[src/rtl/i2s_pkg.sv]
// Shared constants and the stereo entry type for the I2S capture/buffer path.
package i2s_pkg;

  localparam int unsigned SAMPLE_WIDTH    = 24;
  localparam int unsigned FIFO_DEPTH_LOG2 = 4;

  typedef struct packed {
    logic [SAMPLE_WIDTH-1:0] left;
    logic [SAMPLE_WIDTH-1:0] right;
  } stereo_t;

endpackage

[src/rtl/i2s_fifo_ptr.sv]
// Write/read pointer, level and almost-full bookkeeping for the sample FIFO.
// Pointers carry one extra wrap bit so full and empty are distinguishable.
module i2s_fifo_ptr #(
  parameter int unsigned DEPTH_LOG2  = 4,
  parameter int unsigned ALMOST_FULL = 12
) (
  input  logic                  clk,
  input  logic                  rst,
  input  logic                  flush,
  input  logic                  push,
  input  logic                  pop,
  output logic [DEPTH_LOG2-1:0] wr_addr,
  output logic [DEPTH_LOG2-1:0] rd_addr_next,
  output logic                  full,
  output logic [DEPTH_LOG2:0]   level,
  output logic                  almost_full
);

  localparam int unsigned PW = DEPTH_LOG2 + 1;
  localparam logic [PW-1:0] WRAP_ONLY = PW'(1) << DEPTH_LOG2;

  logic [PW-1:0] wr_ptr_q, wr_ptr_d;
  logic [PW-1:0] rd_ptr_q, rd_ptr_d;
  logic [PW-1:0] level_q, level_d;
  logic          af_q, af_d;

  always_comb begin
    wr_ptr_d = wr_ptr_q;
    rd_ptr_d = rd_ptr_q;
    level_d  = level_q;
    if (flush) begin
      wr_ptr_d = '0;
      rd_ptr_d = '0;
      level_d  = '0;
    end else begin
      wr_ptr_d = wr_ptr_q + PW'(push);
      rd_ptr_d = rd_ptr_q + PW'(pop);
      level_d  = level_q + PW'(push) - PW'(pop);
    end
    af_d = (level_d >= PW'(ALMOST_FULL));
  end

  always_ff @(posedge clk) begin
    if (rst) begin
      wr_ptr_q <= '0;
      rd_ptr_q <= '0;
      level_q  <= '0;
      af_q     <= 1'b0;
    end else begin
      wr_ptr_q <= wr_ptr_d;
      rd_ptr_q <= rd_ptr_d;
      level_q  <= level_d;
      af_q     <= af_d;
    end
  end

  assign full         = ((wr_ptr_q ^ rd_ptr_q) == WRAP_ONLY);
  assign wr_addr      = wr_ptr_q[DEPTH_LOG2-1:0];
  assign rd_addr_next = rd_ptr_d[DEPTH_LOG2-1:0];
  assign level        = level_q;
  assign almost_full  = af_q;

endmodule

[src/rtl/i2s_sample_fifo.sv]
// Stereo sample FIFO with registered first-word-fall-through head and sticky overflow.
// Define I2S_SAMPLE_FIFO_OVF_CNT_EN to add the saturating ovf_count_o drop counter.
module i2s_sample_fifo
  import i2s_pkg::*;
#(
  parameter int unsigned WIDTH       = SAMPLE_WIDTH,
  parameter int unsigned DEPTH_LOG2  = FIFO_DEPTH_LOG2,
  parameter int unsigned ALMOST_FULL = 12
) (
  input  logic                  clk_i,
  input  logic                  rst_i,
  input  logic [WIDTH-1:0]      in_left_i,
  input  logic [WIDTH-1:0]      in_right_i,
  input  logic                  in_valid_i,
  output logic [WIDTH-1:0]      out_left_o,
  output logic [WIDTH-1:0]      out_right_o,
  output logic                  out_valid_o,
  input  logic                  out_ready_i,
  output logic [DEPTH_LOG2:0]   level_o,
  output logic                  almost_full_o,
  output logic                  overflow_o,
  input  logic                  clear_ovf_i,
  input  logic                  flush_i
`ifdef I2S_SAMPLE_FIFO_OVF_CNT_EN
  ,
  output logic [15:0]           ovf_count_o
`endif
);

  localparam int unsigned DEPTH = 1 << DEPTH_LOG2;
  localparam int unsigned EW    = 2 * WIDTH;
  localparam int unsigned PW    = DEPTH_LOG2 + 1;

  logic [EW-1:0]         mem [DEPTH];
  logic [EW-1:0]         out_q, out_d;
  logic                  out_valid_q, out_valid_d;
  logic                  ovf_q, ovf_d;
  logic                  push, pop, drop, full;
  logic [DEPTH_LOG2-1:0] wr_addr, rd_addr_next;
  logic [PW-1:0]         level, remain;

  assign pop  = out_valid_q & out_ready_i;
  assign push = in_valid_i & (~full | pop);
  assign drop = in_valid_i & full & ~pop & ~flush_i;

  i2s_fifo_ptr #(
    .DEPTH_LOG2  (DEPTH_LOG2),
    .ALMOST_FULL (ALMOST_FULL)
  ) u_ptr (
    .clk          (clk_i),
    .rst          (rst_i),
    .flush        (flush_i),
    .push         (push),
    .pop          (pop),
    .wr_addr      (wr_addr),
    .rd_addr_next (rd_addr_next),
    .full         (full),
    .level        (level),
    .almost_full  (almost_full_o)
  );

  always_ff @(posedge clk_i) begin
    if (push && !flush_i) begin
      mem[wr_addr] <= {in_left_i, in_right_i};
    end
  end

  // A push into an empty FIFO surfaces one cycle later; the only bypass is
  // push+pop at level 1, where the slot being written becomes the new head.
  always_comb begin
    remain      = level - PW'(pop);
    out_valid_d = 1'b0;
    out_d       = out_q;
    if (!flush_i) begin
      if (push && pop && (level == PW'(1))) begin
        out_valid_d = 1'b1;
        out_d       = {in_left_i, in_right_i};
      end else if (remain != '0) begin
        out_valid_d = 1'b1;
        out_d       = mem[rd_addr_next];
      end
    end
    ovf_d = drop | (ovf_q & ~clear_ovf_i);
  end

  always_ff @(posedge clk_i) begin
    if (rst_i) begin
      out_q       <= '0;
      out_valid_q <= 1'b0;
      ovf_q       <= 1'b0;
    end else begin
      out_q       <= out_d;
      out_valid_q <= out_valid_d;
      ovf_q       <= ovf_d;
    end
  end

  assign out_left_o  = out_q[EW-1 -: WIDTH];
  assign out_right_o = out_q[WIDTH-1:0];
  assign out_valid_o = out_valid_q;
  assign level_o     = level;
  assign overflow_o  = ovf_q;

`ifdef I2S_SAMPLE_FIFO_OVF_CNT_EN
  logic [15:0] cnt_q, cnt_d;

  always_comb begin
    cnt_d = cnt_q;
    if (clear_ovf_i) begin
      cnt_d = drop ? 16'd1 : 16'd0;
    end else if (drop && (cnt_q != 16'hFFFF)) begin
      cnt_d = cnt_q + 16'd1;
    end
  end

  always_ff @(posedge clk_i) begin
    if (rst_i) begin
      cnt_q <= '0;
    end else begin
      cnt_q <= cnt_d;
    end
  end

  assign ovf_count_o = cnt_q;
`endif

endmodule

[config.mk]
export PLATFORM = sky130hd
export DESIGN_NAME = i2s_sample_fifo
export DESIGN_NICKNAME = d
export VERILOG_FILES = /design/src/rtl/i2s_pkg.sv /design/src/rtl/i2s_fifo_ptr.sv /design/src/rtl/i2s_sample_fifo.sv
export SDC_FILE = /design/constraint.sdc
export NUM_CORES = 1
export LEC_CHECK = 0
export BUFFER_PORTS_ARGS = -buffer_cell sky130_fd_sc_hd__buf_4
export CAP_MARGIN = 0
export CORE_ASPECT_RATIO = 1.4
export CORE_MARGIN = 1
export CORE_UTILIZATION = 58
export CTS_BUF_LIST = sky130_fd_sc_hd__clkbuf_4 sky130_fd_sc_hd__clkbuf_8
export DETAILED_ROUTE_END_ITERATION = 10
export PLACE_DENSITY_LB_ADDON = 0.2
export SLEW_MARGIN = 20
export SYNTH_ARGS = -nofsm -noshare
export SYNTH_HDL_FRONTEND = slang
export SYNTH_HIERARCHICAL = 1
export SYNTH_SLANG_ARGS = --single-unit
[constraint.sdc]
create_clock -name clk_i -period 5.2 [get_ports clk_i]
set_clock_uncertainty 0.15 [all_clocks]
set_input_delay 1.04 -clock clk_i [delete_from_list [all_inputs] [get_ports clk_i]]
set_output_delay 1.04 -clock clk_i [all_outputs]
set_load 0.05 [all_outputs]
Word-level counts from Yosys, hierarchy flattened
Memories as Yosys holds them, arrays and structs flattened.
Index checks and enable logic that the tools add are counted.

word-level totals
  register bits = 66
  RAM bits = 768
  input bits = 54
  output and inout port bits = 56
  logic and storage cells = 46
  memories = 1

memory list
  name  words  bits a word  read ports  clocked after memory_dff  write ports  line                   RTL
  mem   16     48           1           0                         1            i2s_sample_fifo.sv:34  logic [EW-1:0] mem [DEPTH];

operators by class
  $add $sub $neg = 5
  $lt $le $gt $ge = 1
  equal/unequal tests = 2
  mux-type cells = 8
  bitwise gates (word level) = 13
  reduce and logical (&&, ||, !) cells = 8

operator list
  kind                  count
  $mux W48              2
  $add A5 B1 Y5         3
  $sub A5 B1 Y5         2
  $and A1 B1 Y1         6
  $eq A5 B1 Y1 const B  1
  $eq A5 B5 Y1 const B  1
  $ge A5 B4 Y1 const B  1
  $mux W5               1
  $reduce_bool A5 Y1    1
  $xor A5 B5 Y5         1
  $mux W1               4
  $mux W4               1
  $not A1 Y1            4
  $logic_and A1 B1 Y1   3
  $or A1 B1 Y1          2
  $reduce_and A2 Y1     1
  $reduce_bool A2 Y1    1
  $reduce_or A2 Y1      1
  $logic_not A1 Y1      1

Longest topological paths before layout
Gate-level depths: netlist (run 1).

  depth in word-level cells = 9
  gate-level depth with buffers = 13

Hierarchy
Netlist (run 1), hierarchy kept.

by module, submodules not included
  module           instances  cells each  area an instance (sq um)  seq. area each (sq um)
  i2s_sample_fifo  1          1544        31685.4                   24063.1
  i2s_fifo_ptr     1          87          848.3                     320.3

Least setup slack after synthesis (run 1)
OpenSTA, ideal clock, no wires.

  path kind = input to register
  start = input in_valid_i
  end = memory mem[0][0] (netlist name), enable pin
  arrival = 4.998 ns
  required time = 4.537 ns
  setup slack = -0.461 ns
  stages = 4
  buffers on the path = 0
  cell sequence = nor2b_1 > nand2_1 > or3_1 > nor3_1

on the way
  cells in the longest elaborated chain, start to end = 4

ends and longest elaborated chain
  item                           line                   RTL
  start, declared                i2s_sample_fifo.sv:14  input logic in_valid_i,
  $and A1 B1 Y1                  i2s_sample_fifo.sv:43  assign push = in_valid_i & (~full | pop);
  $logic_and A1 B1 Y1            i2s_sample_fifo.sv:63  if (push && !flush_i) begin
  $mux W1                        i2s_sample_fifo.sv:63
  $mux W1 (not written as such)  i2s_sample_fifo.sv:64  mem[wr_addr] <= {in_left_i, in_right_i};
  end, declared                  i2s_sample_fifo.sv:34

Every way passes these cells.

Worst setup path in the final report (run 1)
  start = input out_ready_i
  end = register out_q[25]

RTL lines
  item                  line                   RTL
  start, declared       i2s_sample_fifo.sv:18  input logic out_ready_i,
  $and A1 B1 Y1         i2s_sample_fifo.sv:42  assign pop = out_valid_q & out_ready_i;
  via pop               i2s_sample_fifo.sv:38  logic push, pop, drop, full;
  $add A5 B1 Y5         i2s_fifo_ptr.sv:37     rd_ptr_d = rd_ptr_q + PW'(pop);
  $mux W4               i2s_fifo_ptr.sv:31     if (flush) begin
  via rd_addr_next[1]   i2s_sample_fifo.sv:39  logic [DEPTH_LOG2-1:0] wr_addr, rd_addr_next;
  $mem_v2 Z16 W48       --
  $mux W48              i2s_sample_fifo.sv:78  end else if (remain != '0) begin
  $mux W48              i2s_sample_fifo.sv:75  if (push && pop && (level == PW'(1))) begin
  end signal, assigned  i2s_sample_fifo.sv:92  out_q <= out_d;
  end, declared         i2s_sample_fifo.sv:35  logic [EW-1:0] out_q, out_d;

The timed path passes the listed nets, and every way through them passes these cells. The select of a mux whose other input is x is not followed.
A chain may end at the register's enable or synchronous reset.

==> metrics.yaml, run 1 <==
global_route:
  antenna_found_initial: 5
  grt_use_total_pct: 28.3
  grt_pass1_wl_um: 115000
  grt_pass1_vias: 17934
  grt_remaining_overflow: 0
  grt_max_degree: 55
sta:
  worst_pin_slew_ps: 1050
  final-hold-violation-count: 0
  max_slew_margin_pct: 30.0
  setup_tns_ps: 0
  worst_slack_ps: 1540
  final_max_slew_viol_count: 0
  setup-violations-final: 0
  rsz0062_at_grt: "no"
  post-route-period-util_pct: 70.4
  layout_min_cycle_time_ps: 3660
  fmax_mhz: 273
clock_network:
  cts_setup_buffers: 0
  cts_num_sinks: 834
  clk_latency_ps: 730
  cts_resized: 0
  clock_tree.root_cell: "clkbuf_8"
  postCtsHoldBufs: 0
  htree_levels: 3
  cts_buffer_depth: 3
  numCtsBuffers: 117
  clk_pin_slew_ps: 70
  cts_tree: "yes"
floorplan:
  dieArea_um2: 57100
  die_w_um: 202
  core_area_um2: 55400
  fp-row-count: 102
  initial_core_util_pct: 58.7
  die_h_um: 282
  ioPinCount: 110
worst_hold_path:
  whs_endpoint: "out_q[8]"
  worstHoldPathCells: 2
  min_from: "out_q[8]"
  hold_path_class: "register to register"
cells_and_area:
  final_core_util_pct: 67.3
  drive_above_1_share_pct: 31.1
  layout_commonest_cell: "edfxtp_1"
  finalNetCount: 1879
  area_growth_syn_to_layout_pct: 14.7
  layout_common_cells: "768 x edfxtp_1, 144 x mux4_2, 144 x a221oi_1, 137 x buf_4, 131 x clkbuf_8"
flow_run:
  max-cap-violations: 0
synth:
  synth_top_family_by_area: "multiplexers"
  synth_top_area_share_pct: 70.9
  synth_xor_area_share_pct: 0.431
  yosys.area_share.simple_pct: 1.09
  synth_seq_area_share_pct: 74.9
  yosysUniqueCellTypes: 40
  synthMuxAreaShare_pct: 14.6
  synth_edf_count: 768
  synth-adder-area-share_pct: 0.446
  avgSynthCellArea_um2: 19.9
  synth_compound_area_share_pct: 5.93
  yosys_warnings: 6
  synthTopCellsByArea: "edfxtp_1 71%, mux4_2 10%, dfxtp_1 4.1%"
  yosys.area.top_type: "edfxtp_1"
  syn_inst: 1631
  synthArstFlopShare_pct: 0
  synth_nets: 1696
  synth_seq_cells: 834
  synth_area_um2: 32500
  synth_ff_type: "edfxtp_1"
route:
  firstDrtPassIters: 5
  wl_um: 78100
  drc_errors: 0
  vias: 17101
  antenna_left: 0
  drt_iter0_drc: 1633
  viasPerCell: 6.46
  wl_per_cell_um: 29.5
run_status:
  status: "completed"
power:
  intPower_mw: 10.7
  total_power_mw: 14.0
  power_switching_share_pct: 23.4
  irDropWorstVdd_mv: 0.239
  leakagePower_nw: 11.7
  power_frac_seq_pct: 53.7
  p_clk_share_pct: 38.4
  pwr-share-comb_pct: 7.9
  power.switching_mw: 3.28
  power.density_nw_per_um2: 375
worst_setup_path:
  regToRegEndpoint: "out_q[25]"
  criticalPathCategory: "input pin to register"
  worstPathRequired_ps: 5630
  crit_slowest_cell: "and2b_4"
  max_stage_delay_ps: 570
  rrSetupSlack_ps: 1580
  start_kind: "input pin"
  r2r-start: "out_valid_o"
  crit_buf_inv: 2
  worstPathArrival_ps: 4100
  ff2ff_path_depth: 9
  crit_path_cell_trace: "buf_4 -> and2_1 -> ha_1 -> ha_1 -> and2b_4 -> buf_12 -> mux4_2 -> mux2_2 -> a221oi_1 -> a221oi_1"
  critPathCaptureType: "register"
  cp_top_family: "multiplexers"
  cp_max_fo: 29
placement:
  portBuffers: 109
  routabilityCongestion: 0.757
  place_ws_ps: 787
  hpwl_um: 40000
## cells in the mapped netlist, drive strengths merged, types with 3 or more instances
library cell    n
nand2b          5
nor3            8
a221oi        144
xor2            8
mux4          144
nand3           6
inv            58
o21ai          48
mux2           48
and2            8
dfxtp          66
ha             10
buf            49
a21oi           3
xnor2           8
edfxtp        768
mux2i          96
o21bai         49
clkbuf         60
nor2           27
## logic make-up (layout without fill, tap and decap cells)
family                   count (synthesis)  count (layout)
AO/OA/AOI/OAI                          248             248
XOR/XNOR                                16              16
adder cells (fa/ha/maj)                 11              11
buffers and inverters                  167             450
flip-flops                             834             834
multiplexers                           288             288
other                                    0               4
AND/OR/NAND/NOR                         67              67
## per-stage QoR
stage	instance area [um^2]	hold WS (ps)	cells
4_1_cts	37300	316	2642
3_5_place_dp	34800	306	2423
5_1_grt	37300	329	2646
6_report	37300	315	2646
3_3_place_gp	34800	301	2423
2_1_floorplan	32600	348	1631
## routing by layer
metal / part of all wire, % / track usage [%]
met5: 0.022 / 0
met4: 2.9 / 10.8
met3: 7.2 / 4.55
met2: 52 / 48.5
met1: 38 / 36.6
## final cells by class
type / instances / area (um^2)
Inverter: 58 / 219
Multi-Input combinational cell: 630 / 7520
Sequential cell: 834 / 24400
Clock inverter: 56 / 470
Timing Repair Buffer: 173 / 1750
Clock buffer: 163 / 2040
Antenna cell: 4 / 10.0
Fill cell: 3634 / 18100
Tap cell: 728 / 911
## sequential cells by signal, indices dropped and copies added, names as in the netlist
register,cells
mem,768
u_ptr/level,5
u_ptr/rd_ptr_q,5
overflow_o,1
out_valid_o,1
out_q,48
u_ptr/almost_full,1
u_ptr/wr_ptr_q,5
## worst max-delay path by stage
stage	startpoint	end	slack [ps]	cells past startpoint
after floorplan	in_valid_i	mem[8][0]	830	4
after global placement	out_ready_i	out_q[34]	900	10
after detailed placement	out_ready_i	out_q[25]	790	10
after CTS	out_valid_o	out_q[25]	1550	9
after global routing	out_valid_o	out_q[29]	1410	9
final	out_ready_i	out_q[25]	1540	10
## worst min-delay path, stage by stage (launching register included)
cell	delay, ps
dfxtp_1	310
inv_1	50
a221oi_1	60
## power by group through the flow
stage	logic [mW]	registers, mW	clock network [mW]
after floorplan	0.369	7.90	0
after global placement	1.08	7.65	0
after detailed placement	1.10	7.65	0
after CTS	1.11	7.51	5.45
after global routing	1.17	7.51	5.73
final	1.11	7.51	5.37
Note: power is estimated with default switching activity, not from simulation.
==> inputs of run 2 (changes only) <==
- ABC_AREA: default -> 1
- clock period: 5.2 -> 3.3 ns (I/O delays scaled with it)
==> metrics.yaml, run 2 <==
synth:
  synth_seq_cells: 834  # unchanged
  avgSynthCellArea_um2: 9.78  # -51%
  synth_seq_area_share_pct: 67.0  # -7.9 points
  synth_nets: 3785  # +120%
  yosysMostFrequentCell: "nand2_1"
  yosys.area.top_type: "edfxtp_1"
  synth_common_cells: "1181 x nand2_1, 768 x edfxtp_1, 707 x inv_1, 589 x nand3_1, 134 x nor2_1"
  synth_edf_count: 768  # unchanged
  yosys_warnings: 6  # unchanged
  syn_inst: 3720  # +130%
  synthArstFlopShare_pct: 0  # unchanged
  yosysUniqueCellTypes: 27  # -33%
  synthTopCellsByArea: "edfxtp_1 63%, nand2_1 12%, nand3_1 8.1%"
  synth_top_area_share_pct: 63.4  # -7.5 points
  synth_area_um2: 36400  # +12%
  synth_ff_type: "edfxtp_1"
placement:
  portBuffers: 109  # unchanged
  place_area_um2: 39100  # +12%
  place_ws_ps: 195  # -592 ps
  hpwl_um: 49800  # +24%
  routabilityCongestion: 0.797  # +5.2%
clock_network:
  clock_tree.root_cell: "clkbuf_8"
  numCtsBuffers: 120  # +2.6%
  clk_latency_ps: 750  # +20 ps
  cts_num_sinks: 834  # unchanged
  cts_tree: "yes"
  htree_levels: 3  # unchanged
  cts_buffer_depth: 3  # unchanged
  clk_pin_slew_ps: 70  # about the same
floorplan:
  die_w_um: 214  # +5.7%
  dieArea_um2: 63700  # +12%
  ioPinCount: 110  # unchanged
  core_area_um2: 62000  # +12%
  fp-row-count: 108  # +5.9%
  initial_core_util_pct: 58.7  # -0.080 points
  die_h_um: 298  # +5.7%
worst_setup_path:
  start_kind: "register"
  cp_max_fo: 16  # -45%
  crit_path_cell_trace: "xnor2_1 -> nand3_1 -> nor3_1 -> nand2_1 -> nand2_1 -> nor2_1 -> nand3_1 -> nor2_4 -> buf_4"
  max_stage_delay_ps: 520  # -50 ps
  crit_buf_inv: 1  # -1
  worstPathArrival_ps: 3170  # -930 ps
  crit_slowest_cell: "dfxtp_1"
  worstPathRequired_ps: 3540  # -2090 ps
  critPathCaptureType: "register"
  cp_top_family: "simple AND/OR/NAND/NOR gates"
  criticalPathCategory: "register to register"
route:
  drc_errors: 0  # unchanged
  antenna_left: 0  # unchanged
  wl_per_cell_um: 18.7  # -37%
  firstDrtPassIters: 5  # unchanged
  vias: 25274  # +48%
  drt_iter0_drc: 2380  # +46%
  wl_um: 89900  # +15%
  viasPerCell: 5.26  # -19%
global_route:
  grt_pass1_wl_um: 139000  # +21%
  grt_remaining_overflow: 0  # unchanged
  use_met1_pct: 36.6  # about the same
  grt_max_degree: 71  # +29%
  use_met2_pct: 51.1  # +2.7 points
  grt-busiest-layer: "met2"
  grtUsageMet3_pct: 4.28  # -0.27 points
  grt_pass1_vias: 24970  # +39%
  antenna_found_initial: 1  # -4
  grt_use_total_pct: 29.3  # +1.0 points
cells_and_area:
  multi_input_area_um2: 8590  # +14%
  regMostFlops: "mem"
  area_growth_syn_to_layout_pct: 14.5
  num-fill-cells: 4677  # +29%
  fin_area_um2: 41600  # +12%
  reg.largest.list: "mem x768, out_q x48"
  largest_register_ffs: 768  # unchanged
  drive_above_1_share_pct: 11.7  # -19 points
  layout_commonest_cell: "nand2_1"
  finalNetCount: 3939  # +110%
  seq_area_um2: 24400  # unchanged
  layout_common_cells: "1180 x nand2_1, 768 x edfxtp_1, 703 x inv_1, 589 x nand3_1, 159 x buf_4"
sta:
  post-route-period-util_pct: 88.8
  whs_ps: 59.9  # -255 ps
  worst_slack_ps: 370  # -1170 ps
  fmax_mhz: 341
  final-hold-violation-count: 0  # unchanged
  rsz0062_at_grt: "no"
  max_slew_margin_pct: 57.9  # +28 points
  setup-violations-final: 0  # unchanged
  layout_min_cycle_time_ps: 2930
  final_max_slew_viol_count: 0  # unchanged
  worst_pin_slew_ps: 632  # -418 ps
power:
  leakagePower_nw: 18.5  # +58%
  irDropWorstVdd_mv: 0.415  # +74%
  power.density_nw_per_um2: 529  # +41%
worst_hold_path:
  hold_path_class: "input pin to register"
flow_run:
  max-cap-violations: 0  # unchanged
run_status:
  status: "completed"
run 2: cell count changes after synthesis, moves of 93 or more:
cell      previous run  this run
a221oi_1           144         0
inv_1               58       707
nand3_1              6       589
mux2i_1             96         0
nor2_1              26       134
buf_2               14       107
mux4_2             144         0
nand2_1              2      1181
run 2: final timing paths:
kind                     startpoint  slack, ps     endpoint  cells past startpoint
hold reg to reg          overflow_o        340   overflow_o                      2
setup reg to reg  u_ptr/wr_ptr_q[2]        370   mem[6][28]                      9
hold / removal        in_left_i[16]         60  mem[10][40]                      1
setup / recovery  u_ptr/wr_ptr_q[2]        370   mem[6][28]                      9
run 2: metrics by stage:
step / std cells / util [%] / TNS [ps] / total power [mW]
after CTS: 4805 / 67.1 / 0 / 22.2
after detailed placement: 4576 / 63.0 / 0 / 13.7
after global placement: 4576 / 63.0 / 0 / 13.7
after floorplan: 3720 / - / -451010 / 13.1
final: 4806 / 67.1 / 0 / 22.0
after global routing: 4806 / 67.1 / 0 / 22.8
run 2: per-layer routing:
layer / up-vias / wire length (um)
met1: 11944 / 35200
met4: 0 / 2910
li1: 12157 / -
met3: 195 / 6270
met5: - / 0
met2: 978 / 45400
run 2: final cells by class:
type	instances	share of cell area [%]
clock inverters	51	0.844
clock buffers	177	5.31
repair buffers	219	5.73
diodes	1	0.00601
inverters	711	6.45
well taps	825	2.48
multi-input cells	1988	20.6
flip-flops and latches	834	58.5
run 2: what timing repair did:
item                                   CTS  global route
resized for setup                        0             0
hold buffers                             1             0
setup buffers                            0             0
endpoints found under the hold margin    1             0
run 2: kinds of logic (layout without fill, tap and decap cells):
family | after synthesis | in the layout | share of synthesized area [%]
AOI/OAI and AO/OA | 52 | 52 | 0.715
xor gates and xnor gates | 8 | 8 | 0.193
adders and majority gates | 11 | 11 | 0.399
buffers and inverters | 898 | 1158 | 9.78
DFF | 834 | 834 | 67.0
other | 0 | 1 | 0
and+or+nand+nor | 1917 | 1917 | 21.9
run 2: power by group:
part	switching, mW	internal (mW)
Combinational	1.21	0.501
Clock	3.92	4.62
Sequential	0.104	11.7
Total	5.23	16.8
